--- config.mk ---
export PLATFORM = sky130hd
export DESIGN_NAME = pipe_stage_reg
export DESIGN_NICKNAME = d
export VERILOG_FILES = /design/src/rtl/pipe_stage_reg_pkg.sv /design/src/rtl/pipe_stage_reg_skid_buf.sv /design/src/rtl/pipe_stage_reg.sv
export SDC_FILE = /design/constraint.sdc
export NUM_CORES = 1
export LEC_CHECK = 0
export CORE_MARGIN = 10
export CORE_UTILIZATION = 65
export DETAILED_ROUTE_END_ITERATION = 10
export DONT_BUFFER_PORTS = 1
export PLACE_DENSITY = 0.82
export SYNTH_ARGS = -nofsm -noshare
export SYNTH_HDL_FRONTEND = slang
export SYNTH_SLANG_ARGS = --single-unit
--- constraint.sdc ---
create_clock -name clk -period 3.55 [get_ports clk]
set_input_delay 0.8875 -clock clk [delete_from_list [all_inputs] [get_ports clk]]
set_output_delay 0.8875 -clock clk [all_outputs]
set_load 0.02 [all_outputs]
--- src/rtl/pipe_stage_reg_pkg.sv ---
// Shared pipeline payload types and reset constants for the ysyx core.
// Stage registers build RST_VAL from these named fields.
package ysyx_22040125_pipe_pkg;

    localparam logic [63:0] PC_RST   = 64'h8000_0000;
    localparam logic [31:0] NOP_INST = 32'h0000_0013;

    typedef struct packed {
        logic [63:0] pc;
        logic [31:0] inst;
    } if_id_t;

    typedef struct packed {
        logic [63:0] pc;
        logic [31:0] inst;
        logic [63:0] rs1_val;
        logic [63:0] rs2_val;
        logic [63:0] imm;
        logic [4:0]  rd;
        logic [15:0] ctrl;
    } id_ex_t;

    typedef struct packed {
        logic [63:0] pc;
        logic [63:0] alu_res;
        logic [63:0] st_data;
        logic [4:0]  rd;
        logic [15:0] ctrl;
    } ex_mem_t;

    typedef struct packed {
        logic [63:0] pc;
        logic [63:0] wb_data;
        logic [4:0]  rd;
        logic        wen;
    } mem_wb_t;

    localparam int unsigned IF_ID_W  = $bits(if_id_t);
    localparam int unsigned ID_EX_W  = $bits(id_ex_t);
    localparam int unsigned EX_MEM_W = $bits(ex_mem_t);
    localparam int unsigned MEM_WB_W = $bits(mem_wb_t);

    localparam if_id_t IF_ID_RST = '{
        pc:   PC_RST,
        inst: NOP_INST
    };

    localparam id_ex_t ID_EX_RST = '{
        pc:      PC_RST,
        inst:    NOP_INST,
        rs1_val: 64'h0,
        rs2_val: 64'h0,
        imm:     64'h0,
        rd:      5'h0,
        ctrl:    16'h0
    };

    localparam ex_mem_t EX_MEM_RST = '{
        pc:      PC_RST,
        alu_res: 64'h0,
        st_data: 64'h0,
        rd:      5'h0,
        ctrl:    16'h0
    };

    localparam mem_wb_t MEM_WB_RST = '{
        pc:      PC_RST,
        wb_data: 64'h0,
        rd:      5'h0,
        wen:     1'b0
    };

    // A held beat that downstream refuses, outside a flush, is a stall.
    function automatic logic stall_event(
        input logic vld,
        input logic rdy,
        input logic fl
    );
        return vld && !rdy && !fl;
    endfunction

endpackage

--- src/rtl/pipe_stage_reg_skid_buf.sv ---
// Two-entry skid buffer for pipe_stage_reg; built only when
// PIPE_STAGE_SKID_EN is defined. in_ready comes straight from a flop.
`ifdef PIPE_STAGE_SKID_EN
module pipe_skid_buf #(
    parameter int unsigned       DATA_W  = 64,
    parameter logic [DATA_W-1:0] RST_VAL = {DATA_W{1'b0}}
) (
    input  logic              clk,
    input  logic              rst_ni,
    input  logic              flush_i,
    input  logic              in_valid_i,
    output logic              in_ready_o,
    input  logic [DATA_W-1:0] in_data_i,
    output logic              out_valid_o,
    input  logic              out_ready_i,
    output logic [DATA_W-1:0] out_data_o
);

    logic              main_vld_q;
    logic              main_vld_d;
    logic              skid_vld_q;
    logic              skid_vld_d;
    logic [DATA_W-1:0] main_q;
    logic [DATA_W-1:0] main_d;
    logic [DATA_W-1:0] skid_q;
    logic [DATA_W-1:0] skid_d;
    logic              in_xfer;
    logic              out_xfer;

    assign in_ready_o  = !skid_vld_q;
    assign out_valid_o = main_vld_q;
    assign out_data_o  = main_q;
    assign in_xfer     = in_valid_i && !skid_vld_q;
    assign out_xfer    = main_vld_q && out_ready_i;

    always_comb begin
        main_vld_d = main_vld_q;
        skid_vld_d = skid_vld_q;
        main_d     = main_q;
        skid_d     = skid_q;
        if (flush_i) begin
            main_vld_d = 1'b0;
            skid_vld_d = 1'b0;
            main_d     = RST_VAL;
            skid_d     = RST_VAL;
        end else if (out_xfer || !main_vld_q) begin
            // Main slot frees up: the older skid beat goes first.
            if (skid_vld_q) begin
                main_vld_d = 1'b1;
                main_d     = skid_q;
                skid_vld_d = 1'b0;
            end else if (in_xfer) begin
                main_vld_d = 1'b1;
                main_d     = in_data_i;
            end else begin
                main_vld_d = 1'b0;
            end
        end else if (in_xfer) begin
            skid_vld_d = 1'b1;
            skid_d     = in_data_i;
        end
    end

    always_ff @(posedge clk or negedge rst_ni) begin
        if (!rst_ni) begin
            main_vld_q <= 1'b0;
            skid_vld_q <= 1'b0;
            main_q     <= RST_VAL;
            skid_q     <= RST_VAL;
        end else begin
            main_vld_q <= main_vld_d;
            skid_vld_q <= skid_vld_d;
            main_q     <= main_d;
            skid_q     <= skid_d;
        end
    end

endmodule
`endif

--- src/rtl/pipe_stage_reg.sv ---
// Generic valid/ready pipeline stage register with flush and stall counter.
// Define PIPE_STAGE_SKID_EN for a registered in_ready via pipe_skid_buf.
module pipe_stage_reg
    import ysyx_22040125_pipe_pkg::*;
#(
    parameter int unsigned       DATA_W  = 64,
    parameter logic [DATA_W-1:0] RST_VAL = {DATA_W{1'b0}},
    parameter int unsigned       CNT_W   = 16
) (
    input  logic              clk,
    input  logic              rst,
    input  logic              flush,
    input  logic              in_valid,
    output logic              in_ready,
    input  logic [DATA_W-1:0] in_data,
    output logic              out_valid,
    input  logic              out_ready,
    output logic [DATA_W-1:0] out_data,
    input  logic              stall_clr,
    output logic [CNT_W-1:0]  stall_cnt
);

`ifdef PIPE_STAGE_SKID_EN
    pipe_skid_buf #(
        .DATA_W  (DATA_W),
        .RST_VAL (RST_VAL)
    ) u_skid (
        .clk         (clk),
        .rst_ni      (rst),
        .flush_i     (flush),
        .in_valid_i  (in_valid),
        .in_ready_o  (in_ready),
        .in_data_i   (in_data),
        .out_valid_o (out_valid),
        .out_ready_i (out_ready),
        .out_data_o  (out_data)
    );
`else
    logic              valid_q;
    logic              valid_d;
    logic [DATA_W-1:0] data_q;
    logic [DATA_W-1:0] data_d;
    logic              in_xfer;

    // Combinational from out_ready: a draining beat frees the slot now.
    assign in_ready  = out_ready || !valid_q;
    assign in_xfer   = in_valid && in_ready;
    assign out_valid = valid_q;
    assign out_data  = data_q;

    always_comb begin
        valid_d = valid_q;
        data_d  = data_q;
        if (flush) begin
            valid_d = 1'b0;
            data_d  = RST_VAL;
        end else if (in_xfer) begin
            valid_d = 1'b1;
            data_d  = in_data;
        end else if (valid_q && out_ready) begin
            valid_d = 1'b0;
        end
    end

    always_ff @(posedge clk or negedge rst) begin
        if (!rst) begin
            valid_q <= 1'b0;
            data_q  <= RST_VAL;
        end else begin
            valid_q <= valid_d;
            data_q  <= data_d;
        end
    end
`endif

    logic [CNT_W-1:0] cnt_q;
    logic [CNT_W-1:0] cnt_d;

    assign stall_cnt = cnt_q;

    always_comb begin
        cnt_d = cnt_q;
        if (stall_clr) begin
            cnt_d = '0;
        end else if (stall_event(out_valid, out_ready, flush)
                     && (cnt_q != {CNT_W{1'b1}})) begin
            cnt_d = cnt_q + 1'b1;
        end
    end

    always_ff @(posedge clk or negedge rst) begin
        if (!rst) begin
            cnt_q <= '0;
        end else begin
            cnt_q <= cnt_d;
        end
    end

endmodule

==> results list, run 1 <==
* Result of the run: complete, no violations
- In this run the vertical extent of the chip is 90.3 µm.
- The worst-case IR drop observed on VDD is about 0.00033 V.
* Post-layout total power: ~0.0018 W
- Setup Slack @ Placement: 1.11 ns
* Internal cell power: 0.00130 W
- Dividing the detail-routed wire length by the instance count gives roughly 25 µm.
- Worst path max stage delay: roughly 0.34 ns
- The clock arrives with roughly 0.011 ns of skew.
- Along the worst path, the maximum fanout reaches 4.
- After detailed routing, the number of vias per cell comes to around 6.8.
- Category of the worst setup path launch point: input pin
* Dominant synthesized flop cell: dfrtp_1
* Post-synthesis cell type with the largest combined area: dfrtp_1
- Most frequent cells after synthesis: dfrtp_1 (81), a22o_1 (64), a21oi_1 (13)
- Fin Hold WS: 0.237 ns
* CP endpoint kind: output pin
- The number of different library cells used by synthesis comes to 36.
- Of the total power, registers draw 0.604.
* Top achievable clock speed: between 0.4 and 0.5 GHz
* Flops & latches, synth: 81
* Number of nets still failing antenna checks after routing: 0
- Row count: 25
* Critical path start-end classification: in2out
- Setup violations remaining at the end of the flow were counted as 0.
- Summing over every cut layer, the via total after detailed routing is 2,166.
- Post-cts hold buffer count: 0
- The later pin in the worst-skew pair is clocked with a latency of 0.34 ns.
* Number of flops mapped to enable cells by yosys: 0
* Required time of the critical path: roughly 2.7 ns
- TritonCTS built the clock tree.
- Asr flop ratio synth: 1.00
* Leakage power total: about 1.6 nW
- Pre-antenna DRT Iters: 4
* Proportion of netlist area held by the largest area contributor: 0.631
* Final worst-path cycle share: 0.597
- Routed wl met2: approximately 3.7 mm
- The hold violation total from the final report came to 0.
- The number of clock buffers added by TritonCTS is 9.
* Placer Congestion: about 0.88
- Bufs on Longest Clock Path: 2
- Wire segments on met3 add up to around 1.1 mm in the final route.
* P per Cell Area: roughly 500 mW/mm²
* Total negative slack: 0 ns
- Setup repair after global routing missed its margin: false
- Input and output buffers added on the ports amount to 0.
* Cells along the critical path: nand2b_1
- Post-cts resize count: 0
- In this run the post-CTS setup repair buffer count came out at 0.
- The analysis attributes to net switching a power of ~0.00045 W.
* Worst hold path type: in2async
* Reg clk slew, reported paths: around 0.080 ns
- The number of nets handed over by synthesis was approximately 320.
- Of the cells placed in the final design, the portion with a size suffix greater than 1 is 0.108.
- Growth of design area from synthesis to finish: 8.45%
* Number of antenna violations at the first check in global routing: 0
- The largest individual stage delay along the critical path comes from the cell nand2b_1.
- Final antenna diode count: 0
* Number of global-route vias before repair: around 2,300
- In this run the count of I/O pins placed on the die edge is 152.
* Post-route minimum period: 2.12 ns
* Number of slew-limit violations in the final report: 0
* Horizontal extent of the die: between 90 and 100 µm
- Total routed wire length on the met1 layer: between 2 and 3 mm
- Yosys attributes the largest share of cell area to dfrtp_1 (63%), a22o_1 (17%), a21oi_1 (2.0%), o31ai_1 (1.9%), or4_1 (1.9%).
- Topmost layer with routed signal wires: met4
- Most repeated cell in the gate-level netlist after synthesis: dfrtp_1
- Detailed Route Iter0 Violations: approximately 140
- Of the synthesized area, sequential elements account for 0.631.
* Final routed DRC violation total: 0
* Core utilization of the finished layout: 0.733
- Clock Tree Root: clkbuf_8
* Initial core utilization: 0.676
- Number of warnings printed during yosys synthesis: 0
* Clk sinks: 81
- Dpl hpwl: 5.88 mm
* Area occupied by multi-input gates: between 0.001 and 0.0015 mm²
- Clock share of power: 0.350
- The net count of the finished layout is around 320.
- Gate power share: 0.046
* Maxcap violations: 0
- Sum of routed wire length over all layers: around 8.0 mm
* Number of filler instances in the final layout: between 300 and 400
- Worst path bufs/invs: 0
- Data arrival, critical path: 1.23 ns
- In this run the mean area of a mapped cell was approximately 13 µm².
* Largest net degree at the start of global routing: 82
* Slew at the pin with the worst max-slew slack: a little over 0.7 ns
- Final worst-path setup slack: approximately 1.4 ns
* Tot GR Track Use: 0.200
- CP top delay family: simple AND/OR/NAND/NOR gates
* Count of H-tree levels built during CTS: 3
* Area of all sequential standard cells: between 0.002 and 0.0025 mm²
* Standard cell core area: 0.00475 mm²
* Grt ovf: 0
* Die Area: 0.00816 mm²
- First-pass GRT wire length: 13.1 mm
- Slew Limit Headroom: 0.525
- Cell count after synthesis: between 200 and 250
- Netlist area before placement: between 0.003 and 0.004 mm²
* Switching part of the total: 0.259
==> cell usage in the layout (no fill, tap or decap), types with 5 or more instances in the layout <==
cell,count
o31ai_1,8
dfrtp_1,81
nand4_1,8
a21oi_1,12
nand2_1,5
nand3_1,6
or4_1,8
a22o_1,64
clkbuf_8,11
==> state kept, by name (all words and copies together), names as in the netlist <==
name and count:
stall_cnt 16, out_valid 1, out_data 64
==> final cells by class <==
type	instances	area share
clock buffers	11	0.0434
multi-input cells	147	0.323
inverters	3	0.00323
flip-flops and latches	81	0.581
clock inverters	5	0.0111
well taps	67	0.0240
repair buffers	3	0.0136
==> stage by stage <==
step | instance area (µm²) | instances
CTS | 3490 | 317
global route | 3490 | 317
global placement | 3300 | 301
floorplan | 3210 | 248
finish | 3490 | 317
detailed placement | 3300 | 301
==> worst paths after layout <==
check / slack, ns / depth (start not counted) / startpoint / to
max in group asynchronous: 3.19 / 0 / rst / stall_cnt[1]$_DFFE_PN0P_
hold reg to reg: 0.67 / 1 / out_data[52]$_DFFE_PN0P_ / out_data[52]$_DFFE_PN0P_
min in group clk: 0.61 / 1 / stall_clr / stall_cnt[11]$_DFFE_PN0P_
setup reg to reg: 1.49 / 4 / out_valid$_DFFE_PN0P_ / out_data[23]$_DFFE_PN0P_
setup / recovery: 1.43 / 1 / out_ready / in_ready
hold / removal: 0.24 / 0 / rst / stall_cnt[9]$_DFFE_PN0P_
==> metal layers <==
layer  vias up  track usage
li1        966            -
met1      1071        0.223
met2       114        0.308
met3        15        0.114
met4         0       0.0809
met5         -            0
==> logic make-up (layout without fill, tap and decap cells) <==
group,Yosys count,after routing,synth area share
AO/OA/AOI/OAI,93,93,0.232
flip-flops,81,81,0.631
AND/OR/NAND/NOR,51,51,0.102
buffers and inverters,20,22,0.0249
multiplexers,2,2,0.00662
adder cells (fa/ha/maj),1,1,0.00389
==> power groups by stage <==
stage | Clock [W] | Sequential [W] | Combinational, W
after floorplan | 0 | 0.00106 | 0.0000692
after global placement | 0 | 0.00108 | 0.0000777
after detailed placement | 0 | 0.00108 | 0.0000837
after CTS | 0.000627 | 0.00106 | 0.0000827
after global routing | 0.000674 | 0.00107 | 0.0000918
final | 0.000615 | 0.00106 | 0.0000815
Note: power is estimated with default switching activity, not from simulation.
==> run 2: changes to the inputs <==
Settings changed: CORE_UTILIZATION 65 to 56, PLACE_DENSITY 0.82 to 0.75.
Clock period 3.55 ns to 1.9 ns, I/O delays scaled along.
==> results list, run 2 (synthesis results as in run 1) <==
- The post-route worst hold slack is -0.186 ns (-0.424 ns).
* Data arrival, critical path: 2.12 ns (+0.89 ns)
- Number of buffers added by the clock tree synthesis step: 9 (unchanged)
- Area of all sequential standard cells: 0.00203 mm² (unchanged)
* Clock Tree Root: clkbuf_8
* Tot GR Track Use: 0.177 (-0.0222)
- The number of max-slew violations in the final report was 0 (unchanged).
* Number of flip-flops under the largest register name: 64 (unchanged)
- The most critical setup path has its startpoint at stall_cnt[1]$_DFFE_PN0P_.
- The worst slack at placement came to -0.197 ns (-1.31 ns).
- The first-pass GRT wire length was 12.6 mm (-3.7%).
- Origin of the critical flop-to-flop path: stall_cnt[1]$_DFFE_PN0P_
- Row count: 27 (+8.0%)
* Count of buffers from port buffering: 0 (unchanged)
- Bufs on Longest Clock Path: 2 (unchanged)
* Core utilization of the finished layout: 0.661 (-0.0719)
- The final setup violation count is 0 (unchanged).
- The via count normalized by instance count is 6.48 (-5.2%).
* Grt ovf: 0 (unchanged)
* CP endpoint kind: flop
- Leading cell type in the layout, fill and taps excluded: dfrtp_1
- The via count of the first global-routing pass is 2,292 (-0.87%).
- Of the available clock period, the critical path in the final layout requires 0.976.
* Critical path start-end classification: reg2reg
- The data required time at the worst endpoint came to 2.16 ns (-0.50 ns).
- Slew at the pin with the worst max-slew slack: 0.471 ns (-0.240 ns)
- Final antenna diode count: 0 (unchanged)
* Die Area: 0.00917 mm² (+12%)
- Detailed Route Iter0 Violations: 111 (-20%)
- Reg2reg path depth: 5 (+1)
- Category of the worst setup path launch point: flop
* Count of H-tree levels built during CTS: 3 (unchanged)
- Final worst-path setup slack: 0.0455 ns (-1.38 ns)
* Final routed DRC violation total: 0 (unchanged)
- The detailed-route via count was 2,235 (+3.2%).
* Growth of design area from synthesis to finish: 14.0%
- Number of filler instances in the final layout: 435 (+27%)
- Final instance area: 0.00366 mm² (+5.1%)
- The number of nets with antenna violations after routing came to 0 (unchanged).
- The half-perimeter wire length of the detailed placement result was 6.09 mm (+3.5%).
- The layout cell share with drive strength beyond 1 was 0.187 (+0.0788).
* CP max FO: 6 (+2)
* Post-route minimum period: around 1.9 ns
- Setup repair after global routing could not meet its margin everywhere.
- The pin count of the biggest net entering global routing was 82 (unchanged).
* Commonest cells after routing, fill and taps aside: dfrtp_1 (81), a22o_1 (64), buf_4 (24), a21oi_1 (12), clkbuf_8 (9)
* Standard cell core area: 0.00554 mm² (+17%)
- The detailed-router iteration count before antenna repair came to 4 (unchanged).
* CTS tree: done
- Placer Congestion: 0.810 (-8.0%)
- The net count of the finished layout was 339 (+7.3%).
* Worst reg2reg endpoint: stall_cnt[13]$_DFFE_PN0P_
- The worst setup slack for register-to-register paths is 0.05 ns (-1.44 ns).
- The effective utilization at floorplan was 0.580 (-0.0959).
- Sum of routed wire length over all layers: 8.32 mm (+4.4%)
- Total negative slack: 0 ns (unchanged)
- Area occupied by multi-input gates: 0.00114 mm² (+1.0%)
- The post-detailed-placement cell area was 0.00346 mm² (+5.0%).
- P per Cell Area: 892 mW/mm² (+77%)
- The total clock sinks came to 81 (unchanged).
* Routed length per instance: 24.1 µm (-4.1%)
- Failing checks: hold timing
- The standby leakage power came to 1.70 nW (+8.1%).
* Boundary Pins: 152 (unchanged)
* Later-pin clock latency in the skew report: 0.35 ns (about the same)
- Max VDD drop: 0.000572 V (+74%)
- Top achievable clock speed: between 0.5 and 0.6 GHz
* Reg clk slew, reported paths: 0.08 ns (about the same)
- Slew Limit Headroom: 0.685 (+0.160)
- Overall die height: 95.8 µm (+6.0%)
* Number of antenna violations at the first check in global routing: 0 (unchanged)
* Layout Skew: 0.0120 ns (+0.000881 ns)
- The number of max-cap violations was 0 (unchanged).
* Hold Fails Final Rpt: 81 (+81)
- The run finished, with violations left.
- The floorplan die width was 95.8 µm (+6.0%).
- Worst hold path type: in2async
[run 2: cell types whose count changed in the layout (fill, tap and decap cells not counted), sizes merged]
cell	delta
buf	+23
clkbuf	-2
clkinvlp	+1
inv	+1
[run 2: per-layer routing]
| metal | wire length (µm) | GRT usage |
|---|---|---|
| met2 | 4070 | 0.262 |
| met1 | 3120 | 0.221 |
| met3 | 1000 | 0.0770 |
| met4 | 127 | 0.0799 |
| met5 | 0 | 0 |
[run 2: worst max-delay path: stages, from the launching register on]
cell	delay, ns
dfrtp_1	0.37
buf_4	0.17
and3_1	0.25
nand4_1	0.26
or4_1	0.55
a21oi_1	0.18
[run 2: repair_timing]
item,in CTS,in global routing
pin swaps,0,2
setup buffers,0,2
hold endpoints to repair,81,81
endpoints found under the setup margin,7,9
gates resized for setup,1,1
[run 2: power breakdown]
group          total [W]  switching, W  leakage, nW  internal, W
Combinational   0.000164     0.0000801        0.519    0.0000836
Clock            0.00113      0.000641       0.0875     0.000485
Sequential       0.00198      0.000173         1.09      0.00181
Total            0.00327      0.000893         1.70      0.00237
[run 2: stage by stage]
step	instances	power (W)
finish	345	0.00327
global route	345	0.00343
CTS	343	0.00330
detailed placement	327	0.00218
global placement	327	0.00217
floorplan	248	0.00212
[run 2: layout make-up]
type	instances	share of cell area
repair buffers	26	0.0601
clock inverters	7	0.0147
clock buffers	9	0.0338
well taps	72	0.0246
inverters	3	0.00307
flip-flops and latches	81	0.553
multi-input cells	147	0.310
[run 2: worst max path at each step]
stage / endpoint / cells after the start
floorplan: stall_cnt[12]$_DFFE_PN0P_ / 6
global placement: stall_cnt[13]$_DFFE_PN0P_ / 5
detailed placement: stall_cnt[13]$_DFFE_PN0P_ / 5
CTS: stall_cnt[13]$_DFFE_PN0P_ / 5
global route: stall_cnt[13]$_DFFE_PN0P_ / 4
finish: stall_cnt[13]$_DFFE_PN0P_ / 5
==> run 3: changes to the inputs <==
Settings changed: ABC_AREA set to 1, CORE_UTILIZATION 56 to 57, PLACE_DENSITY 0.75 to 0.76.
==> results list, run 3 <==
* Flops & latches, synth: 81 (unchanged)
- The time the worst path needs with I/O delays and setup is 1.77 ns (-0.0882 ns).
- CTS tree: done
- Post-synthesis sequential area ratio: 0.557 (-0.0731)
- The number of diodes is 0 (unchanged).
- The final design area excluding fillers came to 0.00409 mm² (+12%).
* Netlist area before placement: 0.00364 mm² (+13%)
- The post-detailed-placement cell area was 0.00383 mm² (+11%).
- Switching power: 0.000954 W (+6.8%)
- The worst-skew pair later-pin latency came to 0.34 ns (about the same).
* Clk sinks: 81 (unchanged)
- The async set-reset flop share out of synthesis was 1.00 (unchanged).
- Leaving out fill and tap cells, the most frequent cells in the layout are dfrtp_1 (81), nand3_1 (80), inv_1 (77), nand2_1 (58), o21ai_0 (51).
* Number of nets still failing antenna checks after routing: 0 (unchanged)
* Leading cell type in the layout, fill and taps excluded: dfrtp_1
- The number of buffers inserted by port buffering came to 0 (unchanged).
- Simple-gate share of the synthesized area: 0.229 (+0.127)
- Dpl hpwl: 6.81 mm (+12%)
- The deepest level of the CTS H-tree was 3 (unchanged).
- The number of buffers added by the clock tree synthesis step came to 9 (unchanged).
* Detailed Route Iter0 Violations: 137 (+23%)
- Layout Skew: 0.00996 ns (-0.00202 ns)
- The utilization after layout came to 0.651 (-0.0101).
- From synthesis to final layout, the design area changed by 12.4%.
- Grt ovf: 0 (unchanged)
- Tot GR Track Use: 0.186 (+0.00860)
- Pre-antenna DRT Iters: 4 (unchanged)
- The standby leakage power came to 2.10 nW (+24%).
- Gate power share: 0.058 (+0.008)
- The count of distinct cell types in the synthesized netlist is 22 (-39%).
- Required time of the critical path: 2.12 ns (-0.04 ns)
- Data arrival, critical path: 1.99 ns (-0.13 ns)
- Number of warnings printed during yosys synthesis: 0 (unchanged)
- Number of flip-flops under the largest register name: 64 (unchanged)
- Share of post-route cells with drive strength above 1: 0.112 (-0.0752)
- The proportion of power drawn by flip-flops and latches was 0.551 (-0.054).
- The first-pass GRT wire length was 15.1 mm (+20%).
* Reg clk slew, reported paths: 0.08 ns (about the same)
- Post-layout total power: 0.00361 W (+11%)
- The worst hold path belongs to the class in2async.
- The weighted congestion reported at the end of routability-driven placement is 0.889 (+9.7%).
- The synthesized area divided by synthesized cell count was 8.42 µm² (-35%).
- Clock Tree Root: clkbuf_8
- Critical path start-end classification: reg2reg
* Slew Limit Headroom: 0.738 (+0.0529)
* Post-synthesis cell type with the largest combined area: dfrtp_1
* Net count of the finished layout: 514 (+52%)
* Top area cells in the synthesized netlist: dfrtp_1 (56%), nand3_1 (11%), inv_1 (8.1%), o21ai_0 (7.0%), nand2_1 (6.1%)
- Most frequent cells after synthesis: dfrtp_1 (81), nand3_1 (81), inv_1 (78)
* Standard cell core area: 0.00628 mm² (+13%)
- The buffer depth of the longest clock path was 2 (unchanged).
- The hold violation total from the final report was 81 (unchanged).
- The adder-cell share of the synthesized area was 0.00344 (-0.000451).
- Number of setup violations in the final report: 0 (unchanged)
- Vias per cell: 5.52 (-15%)
- The effective utilization at floorplan is 0.579 (-0.000941).
* Final worst-path cycle share: 0.930 (-0.0464)
* Largest family of logic cells by synthesized area: simple AND/OR/NAND/NOR gates
- Maxcap violations: 0 (unchanged)
* Row count: 29 (+7.4%)
- The post-synthesis instance total was 432 (+74%).
- Sum of routed wire length over all layers: 9.58 mm (+15%)
* Reg2Reg Setup Slack: 0.13 ns (+0.09 ns)
- The maximum clock rate is 0.566 GHz (+5.0%).
- Max VDD drop: 0.000700 V (+22%)
* Number of flops mapped to enable cells by yosys: 0 (unchanged)
* Syn nets: 503 (+58%)
* Slew at the pin with the worst max-slew slack: 0.392 ns (-0.0787 ns)
- The flow ran to the end, but the final reports show violations.
* Number of global-route vias before repair: 2,886 (+26%)
- The initial antenna violation count is 0 (unchanged).
- Among all flip-flop cells after synthesis, the most frequent one is dfrtp_1.
- Number of slew-limit violations in the final report: 0 (unchanged)
* Die Area: 0.00997 mm² (+8.8%)
* Compound-cell area share of the yosys netlist: 0.0950 (-0.137)
- Setup repair after global routing left no endpoint under its margin.
- Fin Hold WS: -0.176 ns (+0.0101 ns)
* CP max FO: 15 (+9)
- Horizontal extent of the die: 99.9 µm (+4.3%)
- Via count of the routed design: 2,899 (+30%)
- The pin count of the biggest net entering global routing is 82 (unchanged).
* CP endpoint kind: flop
* Internal cell power: 0.00266 W (+12%)
- Final routed DRC violation total: 0 (unchanged)
- The number of placed I/O pins came to 152 (unchanged).
- The area share of the largest cell type after synthesis is 0.557 (-0.0731).
* Failing checks: hold timing
- The switching fraction of total power was 0.264 (-0.00945).
- Routed length per instance: 18.2 µm (-24%)
- Overall die height: 99.9 µm (+4.3%)
* P per Cell Area: 884 mW/mm² (-0.84%)
* Parity-gate share of the synthesized area counting xor and xnor cells: 0.00723 (+0.00723)
* Category of the worst setup path launch point: flop
- Fraction of synthesized area in multiplexers: 0 (-0.00662)
* Clock share of power: 0.392 (+0.047)
==> run 3: cell count changes after synthesis, moves of 4 or more <==
cell      before  now
inv_1          3   78
nand3_1        6   81
a22o_1        64    0
nand2_1        5   59
o21ai_0        2   51
o21ai_1        0   14
nor2_1         4   14
a21oi_1       13    4
o31ai_1        8    0
or4_1          8    0
clkbuf_1      12   17
nand4_1        8   12
==> run 3: cells by family (layout without fill, tap and decap cells) <==
kind of cell / count (synthesis) / count (layout)
XOR/XNOR: 3 / 3
buffers and inverters: 102 / 118
adder cells (fa/ha/maj): 1 / 1
AO/OA/AOI/OAI: 69 / 69
AND/OR/NAND/NOR: 176 / 176
flip-flops: 81 / 81
==> run 3: power by group through the flow <==
stage               logic (W)  registers (W)  clock network (W)
finish               0.000208        0.00199            0.00142
floorplan            0.000153        0.00200                  0
global placement     0.000196        0.00202                  0
global route         0.000237        0.00200            0.00152
detailed placement   0.000204        0.00203                  0
CTS                  0.000204        0.00199            0.00144
==> run 3: layout make-up <==
type / instances / area, µm²
multi-input cells: 249 / 1230
inverters: 79 / 297
repair buffers: 23 / 210
fillers: 548 / 2190
clock inverters: 6 / 90.1
well taps: 77 / 96.3
clock buffers: 10 / 138
flip-flops and latches: 81 / 2030
==> run 3: per-layer routing <==
metal / wire (µm) / up-vias / global-route usage / part of all wire
met3: 1090 / 7 / 0.0920 / 0.11
met5: 0 / - / 0 / 0
li1: - / 1416 / - / -
met1: 3680 / 1362 / 0.214 / 0.38
met2: 4730 / 114 / 0.298 / 0.49
met4: 74 / 0 / 0.0562 / 0.0077
==> run 3: stage by stage <==
stage                     worst slack (ns)  hold slack [ns]  instances  TNS [ns]
final                                0.134           -0.176        525         0
after CTS                            0.153           -0.192        524         0
after detailed placement           -0.0258            0.182        508   -0.0770
after floorplan                      0.251            0.179        432         0
after global placement              0.0713            0.182        508         0
after global routing                0.0182           -0.201        525         0
==> run 3: path summary, 6_finish.rpt <==
| path | startpoint | to | depth (start not counted) |
|---|---|---|---|
| min | rst | stall_cnt[4]$_DFFE_PN0P_ | 0 |
| max in group asynchronous | rst | out_data[43]$_DFFE_PN0P_ | 0 |
| min in group clk | in_data[61] | out_data[61]$_DFFE_PN0P_ | 2 |
| max reg2reg | stall_cnt[0]$_DFFE_PN0P_ | stall_cnt[14]$_DFFE_PN0P_ | 10 |
| min reg2reg | stall_cnt[3]$_DFFE_PN0P_ | stall_cnt[3]$_DFFE_PN0P_ | 3 |
| max | stall_cnt[0]$_DFFE_PN0P_ | stall_cnt[14]$_DFFE_PN0P_ | 10 |
==> run 3: timing repair <==
item,CTS,global route
resized for setup,1,0
buffers inserted,0,1
endpoints found under the setup margin,10,3
hold endpoints to repair,81,81
pin swaps,0,1
==> run 3: critical path, stage by stage, from the launching register on <==
cell and delay (ns):
dfrtp_1 0.40, ha_1 0.23, nand2_1 0.13, nor2_4 0.07, nand2_2 0.09, nor2_2 0.06
nor2_4 0.32, nor2_4 0.08, buf_12 0.16, nand2_1 0.05, nand2_1 0.06
